### src/rtl/core_mdu_pkg.sv
// Shared definitions for the multiply/divide unit: datapath width, instruction
// size, funct3 op-codes, FSM state encodings and a word sign-extension helper.
package core_mdu_pkg;

  localparam int unsigned MDU_XLEN       = 64;
  localparam int unsigned CPU_INSTR_SIZE = 32;

  // funct3 of the M-extension instructions
  typedef enum logic [2:0] {
    MDU_OP_MUL    = 3'd0,
    MDU_OP_MULH   = 3'd1,
    MDU_OP_MULHSU = 3'd2,
    MDU_OP_MULHU  = 3'd3,
    MDU_OP_DIV    = 3'd4,
    MDU_OP_DIVU   = 3'd5,
    MDU_OP_REM    = 3'd6,
    MDU_OP_REMU   = 3'd7
  } mdu_op_e;

  typedef enum logic [1:0] {
    MDU_ST_IDLE = 2'd0,
    MDU_ST_RUN  = 2'd1,
    MDU_ST_DONE = 2'd2
  } mdu_state_e;

  // Sign-extend the low 32 bits of a 64-bit value
  function automatic logic [63:0] mdu_sext_w(input logic [63:0] x);
    return {{32{x[31]}}, x[31:0]};
  endfunction

endpackage

### src/rtl/core_mdu_div.sv
// Restoring divider datapath working on unsigned magnitudes. One quotient bit
// per step; the owner sequences load/step and applies sign fix-up. For word
// operations the 32-bit dividend is pre-shifted into the top half so that 32
// steps leave the quotient in the low half.
module core_mdu_div
  import core_mdu_pkg::*;
#(
  parameter int unsigned XLEN = MDU_XLEN
) (
  input  logic            clk,
  input  logic            rst_n,
  input  logic            load_i,
  input  logic            step_i,
  input  logic            word_i,
  input  logic [XLEN-1:0] dividend_i,
  input  logic [XLEN-1:0] divisor_i,
  output logic [XLEN-1:0] quo_nxt_o,
  output logic [XLEN-1:0] rem_nxt_o
);

  logic [XLEN-1:0] rem_q;
  logic [XLEN-1:0] quo_q;
  logic [XLEN-1:0] dsr_q;
  logic [XLEN:0]   rem_sh_s;
  logic [XLEN+1:0] trial_s;
  logic            ge_s;

  // One restoring step: shift in the next dividend bit, try to subtract
  always_comb begin
    rem_sh_s = {rem_q, quo_q[XLEN-1]};
    trial_s  = {1'b0, rem_sh_s} - {2'b00, dsr_q};
    // both top bits are zero exactly when the trial subtraction did not borrow
    ge_s      = ~(trial_s[XLEN+1] | trial_s[XLEN]);
    quo_nxt_o = {quo_q[XLEN-2:0], ge_s};
    if (ge_s) begin
      rem_nxt_o = trial_s[XLEN-1:0];
    end else begin
      rem_nxt_o = rem_sh_s[XLEN-1:0];
    end
  end

  // Partial remainder / quotient / divisor registers
  always_ff @(posedge clk or negedge rst_n) begin
    if (!rst_n) begin
      rem_q <= '0;
      quo_q <= '0;
      dsr_q <= '0;
    end else if (load_i) begin
      rem_q <= '0;
      quo_q <= word_i ? {dividend_i[31:0], {(XLEN-32){1'b0}}} : dividend_i;
      dsr_q <= divisor_i;
    end else if (step_i) begin
      rem_q <= rem_nxt_o;
      quo_q <= quo_nxt_o;
    end
  end

endmodule

### src/rtl/core_mdu.sv
// Iterative RV64 M-extension multiply/divide unit. Radix-2 shift-add multiply
// and restoring divide (core_mdu_div) on operand magnitudes, followed by sign
// fix-up. Divide-by-zero and signed overflow finish without RUN cycles.
// Optional W-variant support is compiled in with CORE_MDU_WORD_EN.
module core_mdu
  import core_mdu_pkg::*;
#(
  parameter int unsigned XLEN = MDU_XLEN
) (
  input  logic            clk,
  input  logic            rst_n,
  input  logic            start_i,
  input  logic [2:0]      op_i,
  input  logic            word_i,
  input  logic [XLEN-1:0] src1_i,
  input  logic [XLEN-1:0] src2_i,
  input  logic            flush_i,
  output logic            busy_o,
  output logic            done_o,
  output logic [XLEN-1:0] result_o
);

  mdu_state_e        state_q, state_d;
  logic [5:0]        cnt_q, cnt_d;
  logic [5:0]        last_s;
  logic [XLEN-1:0]   result_q, result_d;
  mdu_op_e           op_q;
  logic              word_q;
  logic              neg_a_q;
  logic              neg_b_q;
  logic [XLEN-1:0]   mcand_q;
  logic [2*XLEN-1:0] acc_q;

  logic              accept_s, step_s;
  logic              word_eff_s, signed1_s, signed2_s, sign1_s, sign2_s;
  logic              div_zero_s, div_ovf_s, special_s;
  logic [XLEN-1:0]   op1_x_s, op2_x_s, mag1_s, mag2_s, int_min_s;
  logic [XLEN-1:0]   spec_raw_s, spec_res_s;
  logic [XLEN:0]     mul_sum_s;
  logic [2*XLEN-1:0] acc_nxt_s, prod_s, prod_fix_s;
  logic [XLEN-1:0]   quo_nxt_s, rem_nxt_s, quo_fix_s, rem_fix_s;
  logic [XLEN-1:0]   run_raw_s, run_res_s;

`ifdef CORE_MDU_WORD_EN
  // W variants exist only for MUL and the divide ops
  assign word_eff_s = word_i & ((op_i == MDU_OP_MUL) | op_i[2]);
`else
  // word_i stays on the port for pin compatibility but has no effect
  assign word_eff_s = word_i & 1'b0;
`endif

  // Operand signedness per op
  always_comb begin
    signed1_s = 1'b0;
    signed2_s = 1'b0;
    case (op_i)
      MDU_OP_MUL, MDU_OP_MULH, MDU_OP_DIV, MDU_OP_REM: begin
        signed1_s = 1'b1;
        signed2_s = 1'b1;
      end
      MDU_OP_MULHSU: begin
        signed1_s = 1'b1;
        signed2_s = 1'b0;
      end
      default: begin
        signed1_s = 1'b0;
        signed2_s = 1'b0;
      end
    endcase
  end

  // Operand extension, magnitudes and special-case detection
  always_comb begin
    op1_x_s = src1_i;
    op2_x_s = src2_i;
    if (word_eff_s) begin
      op1_x_s = signed1_s ? mdu_sext_w(src1_i) : {{(XLEN-32){1'b0}}, src1_i[31:0]};
      op2_x_s = signed2_s ? mdu_sext_w(src2_i) : {{(XLEN-32){1'b0}}, src2_i[31:0]};
    end else begin
      op1_x_s = src1_i;
      op2_x_s = src2_i;
    end
    sign1_s   = signed1_s & op1_x_s[XLEN-1];
    sign2_s   = signed2_s & op2_x_s[XLEN-1];
    mag1_s    = sign1_s ? -op1_x_s : op1_x_s;
    mag2_s    = sign2_s ? -op2_x_s : op2_x_s;
    int_min_s = word_eff_s ? {{(XLEN-31){1'b1}}, 31'd0} : {1'b1, {(XLEN-1){1'b0}}};
    div_zero_s = op_i[2] & (op2_x_s == {XLEN{1'b0}});
    div_ovf_s  = op_i[2] & signed1_s & (op1_x_s == int_min_s) & (&op2_x_s);
    special_s  = div_zero_s | div_ovf_s;
    if (div_zero_s) begin
      spec_raw_s = op_i[1] ? op1_x_s : {XLEN{1'b1}};
    end else begin
      spec_raw_s = op_i[1] ? {XLEN{1'b0}} : op1_x_s;
    end
    spec_res_s = word_eff_s ? mdu_sext_w(spec_raw_s) : spec_raw_s;
  end

  // Multiplier step, product selection and sign fix-up of the final iteration
  always_comb begin
    mul_sum_s  = {1'b0, acc_q[2*XLEN-1:XLEN]} + (acc_q[0] ? {1'b0, mcand_q} : {(XLEN+1){1'b0}});
    acc_nxt_s  = {mul_sum_s, acc_q[XLEN-1:1]};
    // after 32 steps the product sits 32 bits higher than after 64
    prod_s     = word_q ? {32'd0, acc_nxt_s[2*XLEN-1:32]} : acc_nxt_s;
    prod_fix_s = neg_a_q ? -prod_s : prod_s;
    quo_fix_s  = neg_a_q ? -quo_nxt_s : quo_nxt_s;
    rem_fix_s  = neg_b_q ? -rem_nxt_s : rem_nxt_s;
    case (op_q)
      MDU_OP_MUL:                             run_raw_s = prod_fix_s[XLEN-1:0];
      MDU_OP_MULH, MDU_OP_MULHSU, MDU_OP_MULHU: run_raw_s = prod_fix_s[2*XLEN-1:XLEN];
      MDU_OP_DIV, MDU_OP_DIVU:                run_raw_s = quo_fix_s;
      MDU_OP_REM, MDU_OP_REMU:                run_raw_s = rem_fix_s;
      default:                                run_raw_s = {XLEN{1'b0}};
    endcase
    run_res_s = word_q ? mdu_sext_w(run_raw_s) : run_raw_s;
    last_s    = word_q ? 6'd31 : 6'd63;
  end

  // Next-state, iteration count and result capture
  always_comb begin
    state_d  = state_q;
    cnt_d    = cnt_q;
    result_d = result_q;
    accept_s = 1'b0;
    step_s   = 1'b0;
    case (state_q)
      MDU_ST_IDLE, MDU_ST_DONE: begin
        if (flush_i) begin
          state_d = MDU_ST_IDLE;
          cnt_d   = 6'd0;
        end else if (start_i) begin
          accept_s = 1'b1;
          cnt_d    = 6'd0;
          if (special_s) begin
            state_d  = MDU_ST_DONE;
            result_d = spec_res_s;
          end else begin
            state_d = MDU_ST_RUN;
          end
        end else begin
          state_d = MDU_ST_IDLE;
        end
      end
      MDU_ST_RUN: begin
        if (flush_i) begin
          state_d = MDU_ST_IDLE;
          cnt_d   = 6'd0;
        end else begin
          step_s = 1'b1;
          if (cnt_q == last_s) begin
            state_d  = MDU_ST_DONE;
            cnt_d    = 6'd0;
            result_d = run_res_s;
          end else begin
            cnt_d = cnt_q + 6'd1;
          end
        end
      end
      default: begin
        state_d = MDU_ST_IDLE;
        cnt_d   = 6'd0;
      end
    endcase
  end

  // FSM, counter and result registers
  always_ff @(posedge clk or negedge rst_n) begin
    if (!rst_n) begin
      state_q  <= MDU_ST_IDLE;
      cnt_q    <= 6'd0;
      result_q <= '0;
    end else begin
      state_q  <= state_d;
      cnt_q    <= cnt_d;
      result_q <= result_d;
    end
  end

  // Operation context and multiplier accumulator
  always_ff @(posedge clk or negedge rst_n) begin
    if (!rst_n) begin
      op_q    <= MDU_OP_MUL;
      word_q  <= 1'b0;
      neg_a_q <= 1'b0;
      neg_b_q <= 1'b0;
      mcand_q <= '0;
      acc_q   <= '0;
    end else if (accept_s) begin
      op_q    <= mdu_op_e'(op_i);
      word_q  <= word_eff_s;
      neg_a_q <= sign1_s ^ sign2_s;
      neg_b_q <= sign1_s;
      mcand_q <= mag1_s;
      acc_q   <= {{XLEN{1'b0}}, mag2_s};
    end else if (step_s & ~op_q[2]) begin
      acc_q <= acc_nxt_s;
    end
  end

  core_mdu_div #(
    .XLEN(XLEN)
  ) u_div (
    .clk        (clk),
    .rst_n      (rst_n),
    .load_i     (accept_s),
    .step_i     (step_s & op_q[2]),
    .word_i     (word_eff_s),
    .dividend_i (mag1_s),
    .divisor_i  (mag2_s),
    .quo_nxt_o  (quo_nxt_s),
    .rem_nxt_o  (rem_nxt_s)
  );

  assign busy_o   = (state_q == MDU_ST_RUN);
  assign done_o   = (state_q == MDU_ST_DONE);
  assign result_o = result_q;

endmodule
### config.mk
export PLATFORM = sky130hd
export DESIGN_NAME = core_mdu
export DESIGN_NICKNAME = d
export VERILOG_FILES = /design/src/rtl/core_mdu_pkg.sv /design/src/rtl/core_mdu_div.sv /design/src/rtl/core_mdu.sv
export SDC_FILE = /design/constraint.sdc
export NUM_CORES = 2
export LEC_CHECK = 0
export ABC_AREA = 0
export BUFFER_PORTS_ARGS = -buffer_cell sky130_fd_sc_hd__buf_2
export CORE_UTILIZATION = 30
export DETAILED_ROUTE_END_ITERATION = 12
export MAX_ROUTING_LAYER = met4
export PLACE_DENSITY = 0.47
export SETUP_SLACK_MARGIN = 0.02
export SLEW_MARGIN = 20
export SYNTH_ARGS = -nofsm -noshare
export SYNTH_HDL_FRONTEND = slang
export SYNTH_SLANG_ARGS = --single-unit
### constraint.sdc
create_clock -name clk -period 7.6 [get_ports clk]
set_clock_uncertainty 0.05 [all_clocks]
set_input_delay 0.76 -clock clk [delete_from_list [all_inputs] [get_ports clk]]
set_output_delay 0.76 -clock clk [all_outputs]
set_load 0.05 [all_outputs]
==> impl_metrics.yaml <==
placed_design:
  io_buffers: 200
  place.gp.congestion: 1.00
  dpl.hpwl_um: 164000
finish:
  multiInputGateArea_sq_mm: 0.0278
  seqCellArea_sq_mm: 0.0115
  drive_gt1_share_pct: 9.51
  num-nets-final: 5761
  syn_to_final_growth_pct: 12.8
  fillerInstances: 14500
sta:
  worst_pin_slew_ns: 1.28
  setup-violations-final: 0
  max_slew_margin_pct: 14.6
  period_needed_ns: 6.78
  final_hold_viol_count: 0
  period_share_pct: 89.3
  slew_violations: 0
  rsz0062_at_grt: "no"
  fin_setup_tns_ns: 0
  fmax_mhz: 147
drt:
  viasPerCell: 5.99
  wl_um: 209000
  drc: 0
  wl_per_cell_um: 28.5
  drtAntennaViolNets: 0
  drtIter0Drc: 5275
  first_pass_iters: 6
  vias: 44000
synth:
  synth.area.top_cells: "dfrtp_1, a21oi_1, nand2_1"
  synth-edff-count: 0
  ys_warn_count: 0
  syn_inst: 5462
  synthFlopType: "dfrtp_1"
  syn-num-nets: 5735
  yosys.area.top_type: "dfrtp_1"
  synthDistinctLibCells: 104
  netlist.area_leader.share_pct: 28.1
  synth_area_per_cell_sq_um: 7.53
  ys_seq_area_share_pct: 28.1
  ys_ff_latch: 461
  synthesis.area_sq_mm: 0.0411
  ys_async_sr_fraction_pct: 100
grt:
  grt_max_degree: 165
  grtUsageTotal_pct: 30.4
  antenna_found_initial: 33
  first_global_vias: 40800
  gr-total-overflow: 0
  grt_pass1_wl_um: 298000
floorplan:
  dieArea_sq_mm: 0.138
  row_count: 135
  start_util_pct: 30.3
  ioPinCount: 202
  die_h_um: 372
  core_sq_mm: 0.136
  die_w_um: 372
clock_network:
  cts_made_buffers: 67
  clk_pin_slew_ns: 0.07
  postCtsHoldBufs: 0
  h-tree-depth: 3
  cts_tree: "done"
  cts_buffer_depth: 3
  insertion_delay_ns: 0.65
  cts_resized: 0
  clockRootBuffer: "clkbuf_16"
  clock-sinks: 461
  post-cts-setup-buffer-count: 0
setup_path:
  cp_top_family: "compound AO/OA/AOI/OAI gates"
  max_stage_delay_ns: 0.57
  path_class: "reg -> reg"
  timing.critical_path.fanout_max: 12
  r2r_start: "u_div.quo_q[63]"
  worstPathRequired_ns: 8.05
  worstSetupStartpointType: "register"
  cp_data_arrival_time_ns: 7.23
  crit_slowest_cell: "or4_1"
  cp-startpoint: "u_div.quo_q[63]"
  path_buf_inv: 2
  worstSetupEndpointType: "register"
flow_run:
  max-cap-violations: 0
pwr:
  power_density_mw_per_mm2: 278
  ir_worst_vdd_mv: 0.156
  leakage_nw: 19.0
  fin_total_pwr_mw: 12.9
run_status:
  status: "completed"
hold_path:
  min_path_type: "in -> async"
-- report_power, final --
part | switching (mW) | internal, mW
registers | 0.778 | 2.94
clock network | 1.33 | 2.08
logic | 3.85 | 1.91
-- layer usage --
layer	part of all wire (%)	track usage (%)	vias to the layer above
met5	0	-	-
met4	4.2	12.3	0
met3	8.0	4.91	328
met2	42	43.0	1969
met1	46	42.6	21600
li1	-	-	20100
-- layout make-up --
type,instances,share of cell area [%]
Clock buffer,93,4.25
Tap cell,1781,4.81
Clock inverter,28,0.780
Inverter,130,1.05
Multi-Input combinational cell,4522,60.0
Timing Repair Buffer,306,4.11
Antenna cell,19,0.103
Sequential cell,461,24.9
-- synth_stat cells, types with 128 or more instances --
cell type,instances
inv_1,128
dfrtp_1,461
xor2_1,213
clkbuf_1,296
nor3_1,148
nand2_1,684
nor2_1,426
o21ai_0,459
nand3_1,199
xnor2_1,206
a21oi_1,578
and3_1,138
ha_1,135
-- per-stage QoR --
| step | hold slack (ns) | std cells | util [%] | area [sq um] | setup slack, ns |
|---|---|---|---|---|---|
| 5_1_grt | 0.139 | 7335 | 34.2 | 46400 | 0.320 |
| 6_report | 0.0980 | 7340 | 34.2 | 46400 | 0.816 |
| 3_3_place_gp | 0.405 | 7199 | 32.4 | 44000 | 0.862 |
| 3_5_place_dp | 0.410 | 7200 | 32.4 | 44000 | 0.854 |
| 2_1_floorplan | 0.388 | 5462 | - | 41100 | 1.51 |
| 4_1_cts | 0.0981 | 7321 | 34.1 | 46300 | 0.837 |
-- flip-flops by register name (all words and copies together), names as in the netlist --
register	cells
acc_q	128
cnt_q	6
mcand_q	64
neg_a_q	1
neg_b_q	1
op_q	3
result_o	64
state_q	2
u_div.dsr_q	64
u_div.quo_q	64
u_div.rem_q	64
-- cells in the final DEF (no fill, tap or decap), types with 98 or more instances in the layout --
cell / count
inv_1: 126
dfrtp_1: 458
nor3_1: 145
nand2_1: 682
o21ai_0: 458
buf_4: 98
nor2_1: 424
xnor2_1: 206
a21oi_1: 578
ha_1: 135
buf_2: 199
and3_1: 138
nand3_1: 199
xor2_1: 213
-- kinds of logic (layout without fill, tap and decap cells) --
logic type	after synthesis	after routing	synth area share, %
muxes	87	87	2.16
adders and majority gates	173	173	5.08
AOI/OAI and AO/OA	1737	1737	26.5
xor gates and xnor gates	419	419	8.93
buffers and inverters	479	557	4.47
and+or+nand+nor	2106	2106	24.8
other	0	19	0
DFF	461	461	28.1
-- path summary, 6_finish.rpt --
path,to,slack (ns),cells past startpoint
min in group clk,mcand_q[0],0.42,2
hold / removal,acc_q[113],0.1,1
max in group asynchronous,u_div.dsr_q[12],5.95,2
hold reg to reg,mcand_q[0],0.42,2
setup / recovery,result_o[44],0.82,25
setup reg to reg,result_o[44],0.82,25
Power figures use the tool's default switching activity.
